$ cat src/rtl/axi_fifo_cut.sv
// AXI register slice: one FIFO per channel (depth 0 = wire), outstanding-transaction
// tracking and an isolate/drain FSM. Define AXI_FIFO_CUT_STATS_EN to add the stall counter.

module axi_fifo_cut_fifo #(
   parameter int unsigned Depth = 2,
   parameter int unsigned Width = 8
) (
   input  logic             clk_i,
   input  logic             rst_ni,
   input  logic             in_valid,
   output logic             in_ready,
   input  logic [Width-1:0] in_data,
   output logic             out_valid,
   input  logic             out_ready,
   output logic [Width-1:0] out_data
);
   generate
      if (Depth == 0) begin : g_bypass
         logic bypass_unused;
         assign bypass_unused = clk_i ^ rst_ni;
         assign out_valid     = in_valid;
         assign in_ready      = out_ready;
         assign out_data      = in_data;
      end else begin : g_fifo
         localparam int unsigned PtrW = (Depth > 1) ? $clog2(Depth) : 1;
         localparam int unsigned CntW = $clog2(Depth + 1);
         localparam logic [PtrW-1:0] LastPtr = PtrW'(Depth - 1);
         localparam logic [CntW-1:0] FullCnt = CntW'(Depth);

         logic [Width-1:0] mem_reg [Depth];
         logic [PtrW-1:0]  wr_ptr_reg, rd_ptr_reg;
         logic [CntW-1:0]  count_reg;
         logic             push, pop;

         // Ready and valid come only from the count register, never from the far side.
         assign in_ready  = (count_reg != FullCnt);
         assign out_valid = (count_reg != '0);
         assign out_data  = mem_reg[rd_ptr_reg];
         assign push      = in_valid && in_ready;
         assign pop       = out_valid && out_ready;

         always_ff @(posedge clk_i or negedge rst_ni) begin
            if (!rst_ni) begin
               wr_ptr_reg <= '0;
               rd_ptr_reg <= '0;
               count_reg  <= '0;
               for (int i = 0; i < Depth; i++) mem_reg[i] <= '0;
            end else begin
               if (push) begin
                  mem_reg[wr_ptr_reg] <= in_data;
                  wr_ptr_reg <= (wr_ptr_reg == LastPtr) ? '0 : wr_ptr_reg + 1'b1;
               end
               if (pop) rd_ptr_reg <= (rd_ptr_reg == LastPtr) ? '0 : rd_ptr_reg + 1'b1;
               if (push && !pop)      count_reg <= count_reg + 1'b1;
               else if (pop && !push) count_reg <= count_reg - 1'b1;
            end
         end
      end
   endgenerate
endmodule

module axi_fifo_cut #(
   parameter int unsigned AwDepth = 2,
   parameter int unsigned WDepth  = 2,
   parameter int unsigned BDepth  = 2,
   parameter int unsigned ArDepth = 2,
   parameter int unsigned RDepth  = 2,
   parameter int unsigned MaxTxns = 8,
   parameter int unsigned AwWidth = 8,
   parameter int unsigned WWidth  = 8,
   parameter int unsigned BWidth  = 2,
   parameter int unsigned ArWidth = 8,
   parameter int unsigned RWidth  = 8
) (
   input  logic               clk_i,
   input  logic               rst_ni,
   input  logic               slv_aw_valid,
   output logic               slv_aw_ready,
   input  logic [AwWidth-1:0] slv_aw_data,
   input  logic               slv_w_valid,
   output logic               slv_w_ready,
   input  logic [WWidth-1:0]  slv_w_data,
   output logic               slv_b_valid,
   input  logic               slv_b_ready,
   output logic [BWidth-1:0]  slv_b_data,
   input  logic               slv_ar_valid,
   output logic               slv_ar_ready,
   input  logic [ArWidth-1:0] slv_ar_data,
   output logic               slv_r_valid,
   input  logic               slv_r_ready,
   output logic [RWidth-1:0]  slv_r_data,
   output logic               slv_r_last,
   output logic               mst_aw_valid,
   input  logic               mst_aw_ready,
   output logic [AwWidth-1:0] mst_aw_data,
   output logic               mst_w_valid,
   input  logic               mst_w_ready,
   output logic [WWidth-1:0]  mst_w_data,
   input  logic               mst_b_valid,
   output logic               mst_b_ready,
   input  logic [BWidth-1:0]  mst_b_data,
   output logic               mst_ar_valid,
   input  logic               mst_ar_ready,
   output logic [ArWidth-1:0] mst_ar_data,
   input  logic               mst_r_valid,
   output logic               mst_r_ready,
   input  logic [RWidth-1:0]  mst_r_data,
   input  logic               mst_r_last,
   input  logic               isolate_i,
   output logic               isolated_o
`ifdef AXI_FIFO_CUT_STATS_EN
   ,
   output logic [31:0]        stall_cnt_o
`endif
);
   localparam int unsigned TxnW = $clog2(MaxTxns + 1);
   localparam logic [TxnW-1:0] MaxCnt = TxnW'(MaxTxns);

   typedef enum logic [1:0] {StRun, StDrain, StIsolated} state_t;

   state_t          state_reg, state_next;
   logic [TxnW-1:0] wr_cnt_reg, wr_cnt_next, rd_cnt_reg, rd_cnt_next;
   logic            aw_allow, ar_allow, aw_fifo_ready, ar_fifo_ready;
   logic            aw_hs, b_hs, ar_hs, r_last_hs;
   logic [RWidth:0] r_out;

   // New address requests only enter while running and below the outstanding limit.
   assign aw_allow     = (state_reg == StRun) && (wr_cnt_reg != MaxCnt);
   assign ar_allow     = (state_reg == StRun) && (rd_cnt_reg != MaxCnt);
   assign slv_aw_ready = aw_fifo_ready && aw_allow;
   assign slv_ar_ready = ar_fifo_ready && ar_allow;
   assign {slv_r_last, slv_r_data} = r_out;

   axi_fifo_cut_fifo #(.Depth(AwDepth), .Width(AwWidth)) u_aw_fifo (
      .clk_i(clk_i), .rst_ni(rst_ni),
      .in_valid(slv_aw_valid && aw_allow), .in_ready(aw_fifo_ready), .in_data(slv_aw_data),
      .out_valid(mst_aw_valid), .out_ready(mst_aw_ready), .out_data(mst_aw_data));
   axi_fifo_cut_fifo #(.Depth(WDepth), .Width(WWidth)) u_w_fifo (
      .clk_i(clk_i), .rst_ni(rst_ni),
      .in_valid(slv_w_valid), .in_ready(slv_w_ready), .in_data(slv_w_data),
      .out_valid(mst_w_valid), .out_ready(mst_w_ready), .out_data(mst_w_data));
   axi_fifo_cut_fifo #(.Depth(BDepth), .Width(BWidth)) u_b_fifo (
      .clk_i(clk_i), .rst_ni(rst_ni),
      .in_valid(mst_b_valid), .in_ready(mst_b_ready), .in_data(mst_b_data),
      .out_valid(slv_b_valid), .out_ready(slv_b_ready), .out_data(slv_b_data));
   axi_fifo_cut_fifo #(.Depth(ArDepth), .Width(ArWidth)) u_ar_fifo (
      .clk_i(clk_i), .rst_ni(rst_ni),
      .in_valid(slv_ar_valid && ar_allow), .in_ready(ar_fifo_ready), .in_data(slv_ar_data),
      .out_valid(mst_ar_valid), .out_ready(mst_ar_ready), .out_data(mst_ar_data));
   axi_fifo_cut_fifo #(.Depth(RDepth), .Width(RWidth + 1)) u_r_fifo (
      .clk_i(clk_i), .rst_ni(rst_ni),
      .in_valid(mst_r_valid), .in_ready(mst_r_ready), .in_data({mst_r_last, mst_r_data}),
      .out_valid(slv_r_valid), .out_ready(slv_r_ready), .out_data(r_out));

   assign aw_hs     = slv_aw_valid && slv_aw_ready;
   assign b_hs      = slv_b_valid && slv_b_ready;
   assign ar_hs     = slv_ar_valid && slv_ar_ready;
   assign r_last_hs = slv_r_valid && slv_r_ready && slv_r_last;

   always_comb begin
      wr_cnt_next = wr_cnt_reg;
      rd_cnt_next = rd_cnt_reg;
      if (aw_hs && !b_hs)                             wr_cnt_next = wr_cnt_reg + 1'b1;
      else if (b_hs && !aw_hs && wr_cnt_reg != '0)    wr_cnt_next = wr_cnt_reg - 1'b1;
      if (ar_hs && !r_last_hs)                        rd_cnt_next = rd_cnt_reg + 1'b1;
      else if (r_last_hs && !ar_hs && rd_cnt_reg != '0) rd_cnt_next = rd_cnt_reg - 1'b1;
   end

   // Drain completes on the next-count values so the last response isolates immediately.
   always_comb begin
      state_next = state_reg;
      case (state_reg)
         StRun:      if (isolate_i) state_next = StDrain;
         StDrain:    if (!isolate_i) state_next = StRun;
                     else if (wr_cnt_next == '0 && rd_cnt_next == '0) state_next = StIsolated;
         StIsolated: if (!isolate_i) state_next = StRun;
         default:    state_next = StRun;
      endcase
   end

   always_ff @(posedge clk_i or negedge rst_ni) begin
      if (!rst_ni) begin
         state_reg  <= StRun;
         wr_cnt_reg <= '0;
         rd_cnt_reg <= '0;
      end else begin
         state_reg  <= state_next;
         wr_cnt_reg <= wr_cnt_next;
         rd_cnt_reg <= rd_cnt_next;
      end
   end

   assign isolated_o = (state_reg == StIsolated);

   // A response with nothing outstanding is a manager-side protocol violation.
   assert property (@(posedge clk_i) disable iff (!rst_ni) !(b_hs && !aw_hs && wr_cnt_reg == '0));
   assert property (@(posedge clk_i) disable iff (!rst_ni) !(r_last_hs && !ar_hs && rd_cnt_reg == '0));

`ifdef AXI_FIFO_CUT_STATS_EN
   logic [31:0] stall_cnt_reg;
   logic        stall;

   assign stall = (slv_aw_valid && !slv_aw_ready) || (slv_w_valid && !slv_w_ready) ||
                  (slv_ar_valid && !slv_ar_ready) || (mst_b_valid && !mst_b_ready) ||
                  (mst_r_valid && !mst_r_ready);

   always_ff @(posedge clk_i or negedge rst_ni) begin
      if (!rst_ni)                             stall_cnt_reg <= '0;
      else if (stall && stall_cnt_reg != '1)   stall_cnt_reg <= stall_cnt_reg + 1'b1;
   end

   assign stall_cnt_o = stall_cnt_reg;
`endif
endmodule

$ cat config.mk
export PLATFORM = sky130hd
export DESIGN_NAME = axi_fifo_cut
export DESIGN_NICKNAME = d
export VERILOG_FILES = /design/src/rtl/axi_fifo_cut.sv
export SDC_FILE = /design/constraint.sdc
export NUM_CORES = 1
export LEC_CHECK = 0
export BUFFER_PORTS_ARGS = -buffer_cell sky130_fd_sc_hd__buf_2
export CAP_MARGIN = 20
export CORE_MARGIN = 2
export CORE_UTILIZATION = 34
export DETAILED_ROUTE_END_ITERATION = 10
export GPL_TIMING_DRIVEN = 0
export PLACE_DENSITY = 0.49
export RECOVER_POWER = 25
export SLEW_MARGIN = 20
export SYNTH_ARGS = -nofsm -noshare
export SYNTH_HDL_FRONTEND = slang
export SYNTH_SLANG_ARGS = --single-unit
$ cat constraint.sdc
create_clock -name clk_i -period 3.22 [get_ports clk_i]
set_input_delay 0.644 -clock clk_i [delete_from_list [all_inputs] [get_ports clk_i]]
set_output_delay 0.644 -clock clk_i [all_outputs]
set_load 0.05 [all_outputs]
; ---- Yosys cells after proc, flatten, opt, wreduce, memory -nomap -nowiden
; Cells that the tools add are included.
[classes]
n_addsub = 24
n_lt_le_gt_ge = 15
eq_ne = 12
n_mux = 59
n_bitwise = 10
n_reduce_logical = 70
[op_table]
columns = operator, count
row1 = two-way mux 8 bit, 12
row2 = bitwise mux 16 bit, 3
row3 = logical AND 1 bit, 41
row4 = two-way mux 2 bit, 18
row5 = two-way mux 9 bit, 4
row6 = demux 8 bit (select 1 bit), 3
row7 = ">= comparator 2 bit, second input constant", 10
row8 = NOT 1 -> 2 bit, 10
row9 = nonzero test 2 bit, 10
row10 = bitwise mux 18 bit, 1
row11 = two-way mux 4 bit, 4
row12 = "!= test 2 bit, second input constant", 7
row13 = zero test 1 bit, 13
row14 = "adder 1 bit, second input constant", 10
row15 = "adder 2 x 1 -> 2 bit, second input constant", 5
row16 = "less-than comparator 2 x 1 -> 1 bit, second input constant", 5
row17 = two-way mux 1 bit, 10
row18 = "subtractor 2 x 1 -> 2 bit, second input constant", 5
row19 = demux 9 bit (select 1 bit), 1
row20 = "adder 4 x 1 -> 4 bit, second input constant", 2
row21 = zero test 4 bit, 2
row22 = "!= test 4 bit, second input constant", 2
row23 = nonzero test 4 bit, 2
row24 = "subtractor 4 x 1 -> 4 bit, second input constant", 2
row25 = other kinds (8), 8
[word_totals]
register_bits = 100
in_bits = 48
output_inout_bits = 46
wordCells = 218

; ---- Longest topological paths before layout
; Gate-level depths: netlist of the first run.
[logic_depth]
ltp_word = 14
mapped_depth = 9
ltp_nobuf = 9

; ---- By module
; From an unflattened synthesis of the first run, not the netlist that was laid out.
[hier_totals]
hier_cells = 370
hier_area_um2 = 5235.0
[modules_own_cells]
columns = module, n_inst, cells_each, area_per_inst_um2, seq_area_each_um2
row1 = axi_fifo_cut_fifo (u_ar_fifo ...), 3, 60, 969.7, 500.5
row2 = axi_fifo_cut_fifo (u_r_fifo), 1, 65, 1061.0, 550.5
row3 = axi_fifo_cut, 1, 98, 877.1, 250.2
row4 = axi_fifo_cut_fifo (u_b_fifo), 1, 27, 387.9, 200.2

; ---- Worst setup path before layout of the first run
; OpenSTA, ideal clock, no wires.
[synth_path]
path_type = register to output
from = register wr_cnt_reg[0]
to = output port slv_aw_ready
arrival_ns = 2.042
t_required_ns = 2.576
slack_ns = 0.534
stages_incl_launch_ff = 6
n_path_buf = 0
cell_sequence = dfrtp_1 -> inv_1 -> ha_1 -> or2b_4 -> nor2_2 -> nor3_1
[synth_between]
elab_chain_cells = 3
[synth_lines]
columns = item, line
row1 = start: declaration, 122  ; logic [TxnW-1:0] wr_cnt_reg, wr_cnt_next, rd_cnt_reg, rd_cnt_next;
row2 = start signal: assignment, 188  ; wr_cnt_reg <= wr_cnt_next;
row3 = != test 4 bit, 128  ; assign aw_allow = (state_reg == StRun) && (wr_cnt_reg != MaxCnt);
row4 = logical AND 1 bit, 128
row5 = logical AND 1 bit, 130  ; assign slv_aw_ready = aw_fifo_ready && aw_allow;
row6 = end: declaration, 78  ; output logic slv_aw_ready,
; Every way passes these cells.

; ---- Final worst setup path of the first run
[layout_path]
from = register wr_cnt_reg[1]
to = register state_reg[0]
[layout_between]
elab_chain_cells = 13
word_cells_on_any_way = 17
cone_classes = 2 x add/sub / 2 x eq/ne / 2 x mux / 11 x reduce/logical
[layout_lines]
columns = item, line
row1 = != test 4 bit, 128
row2 = logical AND 1 bit, 128
row3 = logical AND 1 bit, 130
row4 = logical AND 1 bit, 155  ; assign aw_hs = slv_aw_valid && slv_aw_ready;
row5 = zero test 1 bit, 164  ; else if (b_hs && !aw_hs && wr_cnt_reg != '0) wr_cnt_next = wr_cnt_reg - 1'b1;
row6 = logical AND 1 bit (2 in series), 164
row7 = two-way mux 4 bit, 164
row8 = two-way mux 4 bit *, 163  ; if (aw_hs && !b_hs) wr_cnt_next = wr_cnt_reg + 1'b1;
row9 = zero test 4 bit *, 175  ; else if (wr_cnt_next == '0 && rd_cnt_next == '0) state_next = StIsolated;
row10 = logical AND 1 bit *, 175
row11 = != test 3 bit (no source line) *, n/a
row12 = AND reduction 3 bit (no source line) *, n/a
row13 = end signal: assignment, 183  ; state_reg <= StRun;
row14 = end signal: assignment, 187  ; state_reg <= state_next;
row15 = end: declaration, 121  ; state_t state_reg, state_next;
; Mark *: on every way between the ends. The rest lies on a longest branch, timed or not.
; A chain may end at the register's enable or synchronous reset.

==> PnR_summary.wiki, run 1 <==
{| class="wikitable"
! Metric !! Value
|-
| CTS H-Tree Depth || 3
|-
| Finish-stage setup viols || 0
|-
| Pin count of the biggest net entering global routing || 58
|-
| TritonCTS clock tree || done
|-
| Final routed wire length divided by cell count || 14.8 um
|-
| Synth async-reset ratio || 1.00
|-
| Antenna violations before repair || 1
|-
| Wire length on met1 || 4.58 mm
|-
| Number of flip-flops under the largest register name || 18
|-
| Tot GR Track Use || 0.136
|-
| Number of inserted filler cells in the final layout || 1,373
|-
| Dominant register cell in the synthesized netlist || sky130_fd_sc_hd__dfrtp_1
|-
| Count of flip-flops with a built-in enable after synthesis || 0
|-
| Overall die width || 124 um
|-
| Number of buffers on the longest clock path || 2
|-
| Post-Syn Area per Cell || 12.9 sq um
|-
| Met2 routed wirelength || 4.75 mm
|-
| Number of buffers added for setup after CTS || 0
|-
| Critical Setup Path Class || flip-flop to flip-flop
|-
| Max frequency || 0.368 GHz
|-
| Total Negative Setup Slacks || 0 ps
|-
| Final clock period utilization by the worst path || 0.845
|-
| Hold_buf cts || 0
|-
| Failing checks || capacitance limit, slew limit
|-
| Die height || 124 um
|-
| Setup crit start kind || flip-flop
|-
| Overall die area || 15,500 sq um
|-
| Via count || 3,300
|-
| RSZ-0062 raised after global routing || false
|-
| Total placed cells including tap cells || 659
|-
| Worst path max stage delay || 460 ps
|-
| Initial standard-cell utilization of the core || 0.343
|-
| Number of nets still failing antenna checks after routing || 0
|-
| Top layer used by detailed routing || met5
|-
| DRC || 0
|-
| Rows || 44
|-
| Clock root cell || sky130_fd_sc_hd__clkbuf_16
|-
| Number of unique standard cell types used by synthesis || 59
|-
| Net count after synthesis || 438
|-
| CTS buffer count || 9
|-
| Number of DRC markers in iteration 0 || 77
|-
| CTS sink count || 100
|-
| Number of synthesized register bits || 100
|-
| Critical path fanouts, max || 8
|-
| Number of gates resized after cts || 0
|-
| Net count reported at finish || 543
|-
| Cell area reported after detailed placement || 5660 sq um
|-
| Run status || complete, but fails checks
|-
| Hold violation total from the final report || 0
|-
| Worst slew margin relative to its limit || -0.463
|-
| First-pass iteration count of the detailed router || 4
|-
| Syn Std Cell Area || 4930 sq um
|-
| Worst Hold Class || flip-flop to flip-flop
|-
| Detailed-route wire length || 9.98 mm
|-
| Gp weighted congestion || 0.823
|-
| Clock edge transition at the registers on the reported setup and hold paths || 70 ps
|-
| Detail Route met3 WL || 470 um
|-
| Nature of the critical path endpoint || flip-flop
|-
| Count of non-filler cells in the finished layout || 675
|-
| Post-Synthesis Cells || 381
|-
| Number of max-cap violations || 1
|-
| Worst EP arrival || 2950 ps
|-
| Clock latency at the later pin of the worst-skew pair || 340 ps
|-
| Required time at the worst-slack endpoint || 3450 ps
|-
| Sequential fraction of the synthesis area || 0.507
|-
| Share of layout cells above drive strength 1 || 0.489
|-
| Number of global-route vias before repair || 3,504
|-
| Syn-to-layout area delta || 20.0%
|-
| First-pass GRT wire length || 17.2 mm
|-
| Half-perimeter wire length after detailed placement || 7.06 mm
|-
| Worst Max-Slew Pin Slew || 2190 ps
|-
| Critical Path Slowest Stage Cell || sky130_fd_sc_hd__dfrtp_1
|-
| Clock skew || 5.77 ps
|-
| Core region area || 14,400 sq um
|-
| Vias per cell || 4.89
|-
| N_diodes || 0
|-
| Final global-route overflow total || 0
|-
| Number of primary I/O pins || 94
|-
| Min Clock Period, post-route || 2720 ps
|-
| Cells along the critical path || inv_1 > ha_1 > or2b_4 > nor2_2 > nor2_1 > or4_1 > a2111o_1 > o311a_1
|-
| Total of warnings raised by yosys || 0
|-
| Count of pins over their slew limit || 44
|-
| Final Cell Area || 5920 sq um
|-
| Total of buffers placed on input and output ports || 93
|}
## final cells by class
class | instances | area (sq um) | share of cell area
clock inverter | 4 | 23.8 | 0.00401
timing repair buffer | 94 | 498 | 0.0841
multi-input combinational | 257 | 2330 | 0.393
sequential | 100 | 2500 | 0.423
clock buffer | 12 | 236 | 0.0399
inverter | 18 | 67.6 | 0.0114
tap | 184 | 230 | 0.0389
buffer | 6 | 35.0 | 0.00592
## path summary, 6_finish.rpt
path	startpoint	end	slack (ps)	depth (start not counted)
hold reg to reg	u_w_fifo.g_fifo.count_reg[1]	u_w_fifo.g_fifo.count_reg[1]	490	1
hold / removal	u_w_fifo.g_fifo.count_reg[1]	u_w_fifo.g_fifo.count_reg[1]	490	1
setup reg to reg	wr_cnt_reg[1]	state_reg[0]	500	8
setup / recovery	wr_cnt_reg[1]	state_reg[0]	500	8
max in group asynchronous	rst_ni	u_ar_fifo.g_fifo.mem_reg[5]	820	1
min in group asynchronous	rst_ni	u_r_fifo.g_fifo.mem_reg[0]	1140	1
## worst max-delay path, delay by kind of cell, from the launching register on
kind,cells,cell delay [ps]
AOI/OAI and AO/OA,2,720
and+or+nand+nor,4,1110
buffers and inverters,1,110
DFF,1,460
adders and majority gates,1,200
## synthesized netlist by cell type (all sizes together), types with 2 or more instances
cell type / count / area, sq um
mux2: 104 / 1170
dfrtp: 100 / 2500
inv: 18 / 67.6
nor2: 18 / 86.3
xnor2: 16 / 140
nand2: 15 / 56.3
xor2: 11 / 96.3
ha: 9 / 113
nand2b: 6 / 40.0
or2: 6 / 37.5
a21oi: 5 / 25.0
and3: 5 / 31.3
nand3: 5 / 25.0
nand4: 5 / 43.8
nor3: 5 / 30.0
a31oi: 4 / 25.0
clkbuf: 4 / 16.3
nor2b: 4 / 25.0
a22oi: 3 / 27.5
nor4: 3 / 25.0
or3: 3 / 28.8
buf: 2 / 18.8
mux2i: 2 / 32.5
nor3b: 2 / 15.0
o211ai: 2 / 15.0
o21a: 2 / 23.8
o311a: 2 / 20.0
o31ai: 2 / 15.0
## cells by family after synthesis
group,synth area share
multiplexers,0.244
adder cells (fa/ha/maj),0.0249
XOR/XNOR,0.0479
buffers and inverters,0.0208
AND/OR/NAND/NOR,0.0969
AO/OA/AOI/OAI,0.0583
flip-flops,0.507
## stage by stage
step | setup WS, ps | utilization | hold slack [ps]
after detailed placement | 498 | 0.394 | 483
after CTS | 486 | 0.412 | 224
after floorplan | 534 | - | 348
after global routing | 330 | 0.412 | 515
final | 499 | 0.412 | 487
after global placement | 386 | 0.392 | 476
## metal layers
layer  up-vias  global-route usage
met5         -                   0
li1       1583                   -
met1      1624               0.170
met3        16              0.0344
met2        75               0.227
met4         2              0.0509
## cells in the final DEF, fill, tap and decap left out, drive strengths merged, types with 3 or more instances in the layout
master and count:
a21oi 5, dfrtp 100, xnor2 16, inv 19
nor2 18, mux2 104, nand4 5, clkinv 3
buf 95, a31oi 4, ha 9, a22oi 3
nand3 5, nand2b 6, nor4 3, nor2b 4
xor2 11, nor3 5, nand2 15, clkbuf 16
or2 6, or3 3, and3 5
Power of run 1 is left out: the tool's default activity adds up to more than one toggle a clock period on the data nets, which glitch-free logic cannot reach.
==> run 2, diff against run 1 <==
--- a/config.mk
+++ b/config.mk
@@ -11,7 +11,7 @@
 export CORE_UTILIZATION = 34
 export DETAILED_ROUTE_END_ITERATION = 10
 export GPL_TIMING_DRIVEN = 0
-export PLACE_DENSITY = 0.49
+export PLACE_DENSITY = 0.51
 export RECOVER_POWER = 25
 export SLEW_MARGIN = 20
 export SYNTH_ARGS = -nofsm -noshare
==> constraint.sdc (replaced) <==
create_clock -name clk_i -period 2.4 [get_ports clk_i]
set_input_delay 0.48 -clock clk_i [delete_from_list [all_inputs] [get_ports clk_i]]
set_output_delay 0.48 -clock clk_i [all_outputs]
set_load 0.05 [all_outputs]
==> run 2 against run 1 <==
The flow finishes with violations (setup timing). Clock skew shrank 0.77 ps. Via count shrank 1.1%. Global-route usage shrank 0.15 points. Setup slack lost 560 ps. Register-to-register slack lost 560 ps. Critical endpoint unchanged. Design area grew 2.3%. First-iteration DRC count shrank 26%. Highest routed layer is now met4.
==> PnR_summary.wiki, run 2 (synthesized netlist as in run 1, its figures left out) <==
{| class="wikitable"
! Metric !! Value
|-
| Clock root cell || sky130_fd_sc_hd__clkbuf_16 (unchanged)
|-
| Total buffers and inverters traversed by the critical path || 1 (unchanged)
|-
| Antenna violations before repair || 0 (was 1)
|-
| Worst slew margin relative to its limit || 0.127 (was -0.463)
|-
| CTS sink count || 100 (unchanged)
|-
| Clock latency at the later pin of the worst-skew pair || 350 ps (was 340 ps)
|-
| CTS H-Tree Depth || 3 (unchanged)
|-
| Die height || 124 um (unchanged)
|-
| Number of max-cap violations || 0 (was 1)
|-
| Leading cell type in the layout, fill and taps excluded || sky130_fd_sc_hd__mux2_2 (unchanged)
|-
| DRC || 0 (unchanged)
|-
| Number of nets still failing antenna checks after routing || 0 (unchanged)
|-
| Syn-to-layout area delta || 22.9% (was 20.0%)
|-
| Rows || 44 (unchanged)
|-
| Gp weighted congestion || 0.795 (was 0.823)
|-
| TritonCTS clock tree || done (unchanged)
|-
| Number of cells on the worst hold path || 3 (was 1)
|-
| Run status || complete, but fails checks (unchanged)
|-
| Vias per cell || 4.77 (was 4.89)
|-
| Failing checks || setup timing (was capacitance limit, slew limit)
|-
| Required time at the worst-slack endpoint || 2640 ps (was 3450 ps)
|-
| Post-layout worst setup margin || -60.0 ps (was 499 ps)
|-
| Worst Hold Class || input pin to flip-flop (was flip-flop to flip-flop)
|-
| Tot GR Track Use || 0.135 (was 0.136)
|-
| First-pass GRT wire length || 16.7 mm (was 17.2 mm)
|-
| Total placed cells including tap cells || 659 (unchanged)
|-
| First-pass iteration count of the detailed router || 4 (unchanged)
|-
| Capture point of the worst reg-to-reg path || state_reg[0] (unchanged)
|-
| Worst EP arrival || 2700 ps (was 2950 ps)
|-
| Share of layout cells above drive strength 1 || 0.516 (was 0.489)
|-
| CTS buffer count || 9 (unchanged)
|-
| Cell class contributing the biggest share of worst-path delay || compound AO/OA/AOI/OAI gates (was simple AND/OR/NAND/NOR gates)
|-
| Worst reg2reg path startpoint || wr_cnt_reg[0] (was wr_cnt_reg[1])
|-
| Total Negative Setup Slacks || -60.0 ps (was 0 ps)
|-
| Count of pins over their slew limit || 0 (was 44)
|-
| Count of non-filler cells in the finished layout || 684 (was 675)
|-
| Clock edge transition at the registers on the reported setup and hold paths || 70 ps (about the same)
|-
| Final routed wire length divided by cell count || 14.4 um (was 14.8 um)
|-
| Half-perimeter wire length after detailed placement || 6.92 mm (was 7.06 mm)
|-
| Detailed-route wire length || 9.84 mm (was 9.98 mm)
|-
| Final Cell Area || 6060 sq um (was 5920 sq um)
|-
| Number of global-route vias before repair || 3,462 (was 3,504)
|-
| FF-to-FF path depth || 7 (was 8)
|-
| Max frequency || 0.407 GHz (was 0.368 GHz)
|-
| Cells along the critical path || inv_2 > ha_4 > or2b_4 > o211a_1 > or4_1 > a2111o_1 > o311a_1 (was inv_1 > ha_1 > or2b_4 > nor2_2 > nor2_1 > or4_1 > a2111o_1 > o311a_1)
|-
| Setup crit start kind || flip-flop (unchanged)
|-
| Number of flip-flops under the largest register name || 18 (unchanged)
|-
| Net count reported at finish || 552 (was 543)
|-
| Min Clock Period, post-route || 2460 ps (was 2720 ps)
|-
| Critical Path Slowest Stage Cell || sky130_fd_sc_hd__or4_1 (was sky130_fd_sc_hd__dfrtp_1)
|-
| Worst setup slack for register-to-register paths || -60 ps (was 500 ps)
|-
| Number of primary I/O pins || 94 (unchanged)
|-
| Critical Setup Path Class || flip-flop to flip-flop (unchanged)
|-
| RSZ-0062 raised after global routing || true (was false)
|-
| Critical path fanouts, max || 5 (was 8)
|-
| Pin count of the biggest net entering global routing || 76 (was 58)
|-
| Hold violation total from the final report || 0 (unchanged)
|-
| Total of buffers placed on input and output ports || 93 (unchanged)
|-
| N_diodes || 0 (unchanged)
|-
| Initial standard-cell utilization of the core || 0.343 (unchanged)
|-
| Worst Max-Slew Pin Slew || 1310 ps (was 2190 ps)
|-
| Overall die width || 124 um (unchanged)
|-
| Number of DRC markers in iteration 0 || 57 (was 77)
|-
| Core region area || 14,400 sq um (unchanged)
|-
| Clock skew || 5.00 ps (was 5.77 ps)
|-
| Worst path max stage delay || 470 ps (was 460 ps)
|-
| Via count || 3,263 (was 3,300)
|-
| Final clock period utilization by the worst path || 1.02 (was 0.845)
|-
| Final global-route overflow total || 0 (unchanged)
|-
| Min-Delay Startpoint || isolate_i (was u_w_fifo.g_fifo.count_reg[1])
|-
| Cell area reported after detailed placement || 5670 sq um (was 5660 sq um)
|-
| Nature of the critical path endpoint || flip-flop (unchanged)
|-
| Finish-stage setup viols || 1 (was 0)
|-
| End point of the most critical hold path || state_reg[1] (was u_w_fifo.g_fifo.count_reg[1])
|-
| Overall die area || 15,500 sq um (unchanged)
|-
| Commonest cells after routing, fill and taps aside || sky130_fd_sc_hd__mux2_2 (104), sky130_fd_sc_hd__dfrtp_1 (97), sky130_fd_sc_hd__buf_2 (92) (was sky130_fd_sc_hd__mux2_2 (104), sky130_fd_sc_hd__dfrtp_1 (100), sky130_fd_sc_hd__buf_2 (92))
|-
| Number of buffers on the longest clock path || 2 (unchanged)
|}
run 2: changes by cell type in the layout (fill, tap and decap cells not counted), sizes merged:
| cell | before | now |
|---|---|---|
| clkinvlp | 0 | 1 |
| clkdlybuf4s25 | 1 | 0 |
| inv | 19 | 18 |
| buf | 95 | 103 |
| dlygate4sd2 | 0 | 1 |
| dlygate4sd3 | 0 | 1 |
run 2: metrics by stage:
| stage | hold slack [ps] | utilization | worst slack [ps] |
|---|---|---|---|
| after CTS | 350 | 0.420 | -64.0 |
| final | 367 | 0.422 | -60.0 |
| after detailed placement | 367 | 0.394 | -286 |
| after global placement | 478 | 0.392 | -303 |
| after floorplan | 184 | - | -44.3 |
| after global routing | 359 | 0.422 | -138 |
run 2: what timing repair did:
action / 4_1_cts / 5_1_grt
hold buffers: 1 / 0
pin swaps: 1 / 2
setup buffers: 5 / 3
resized for setup: 10 / 1
endpoints found under the hold margin: 25 / 0
gates cloned: 0 / 0
endpoints found under the setup margin: 3 / 2
run 2: area by class of cell:
class	instances	area, sq um
fill	1354	8310
timing repair buffer	103	567
clock buffer	12	267
buffer	6	35.0
clock inverter	4	22.5
inverter	18	67.6
tap	184	230
sequential	100	2510
multi-input combinational	257	2370
run 2: worst max path at each step:
stage / start / end / slack [ps] / cells after the start
after floorplan: wr_cnt_reg[0] / state_reg[0] / -40 / 7
after global placement: wr_cnt_reg[1] / state_reg[0] / -300 / 8
after detailed placement: wr_cnt_reg[1] / state_reg[0] / -290 / 8
after CTS: wr_cnt_reg[0] / state_reg[0] / -60 / 7
after global routing: wr_cnt_reg[0] / state_reg[0] / -140 / 7
final: wr_cnt_reg[0] / state_reg[0] / -60 / 7
run 2: routing by layer:
metal,share of wire,GRT usage
met1,0.45,0.167
met2,0.48,0.222
met3,0.055,0.0430
met4,0.015,0.0456
met5,0,0
run 2: tightest hold or removal path, stage by stage:
cell                      delay, ps
sky130_fd_sc_hd__buf_2          100
sky130_fd_sc_hd__nand2_1         60
sky130_fd_sc_hd__o41ai_2         40
Power of run 2 is left out for the same reason.
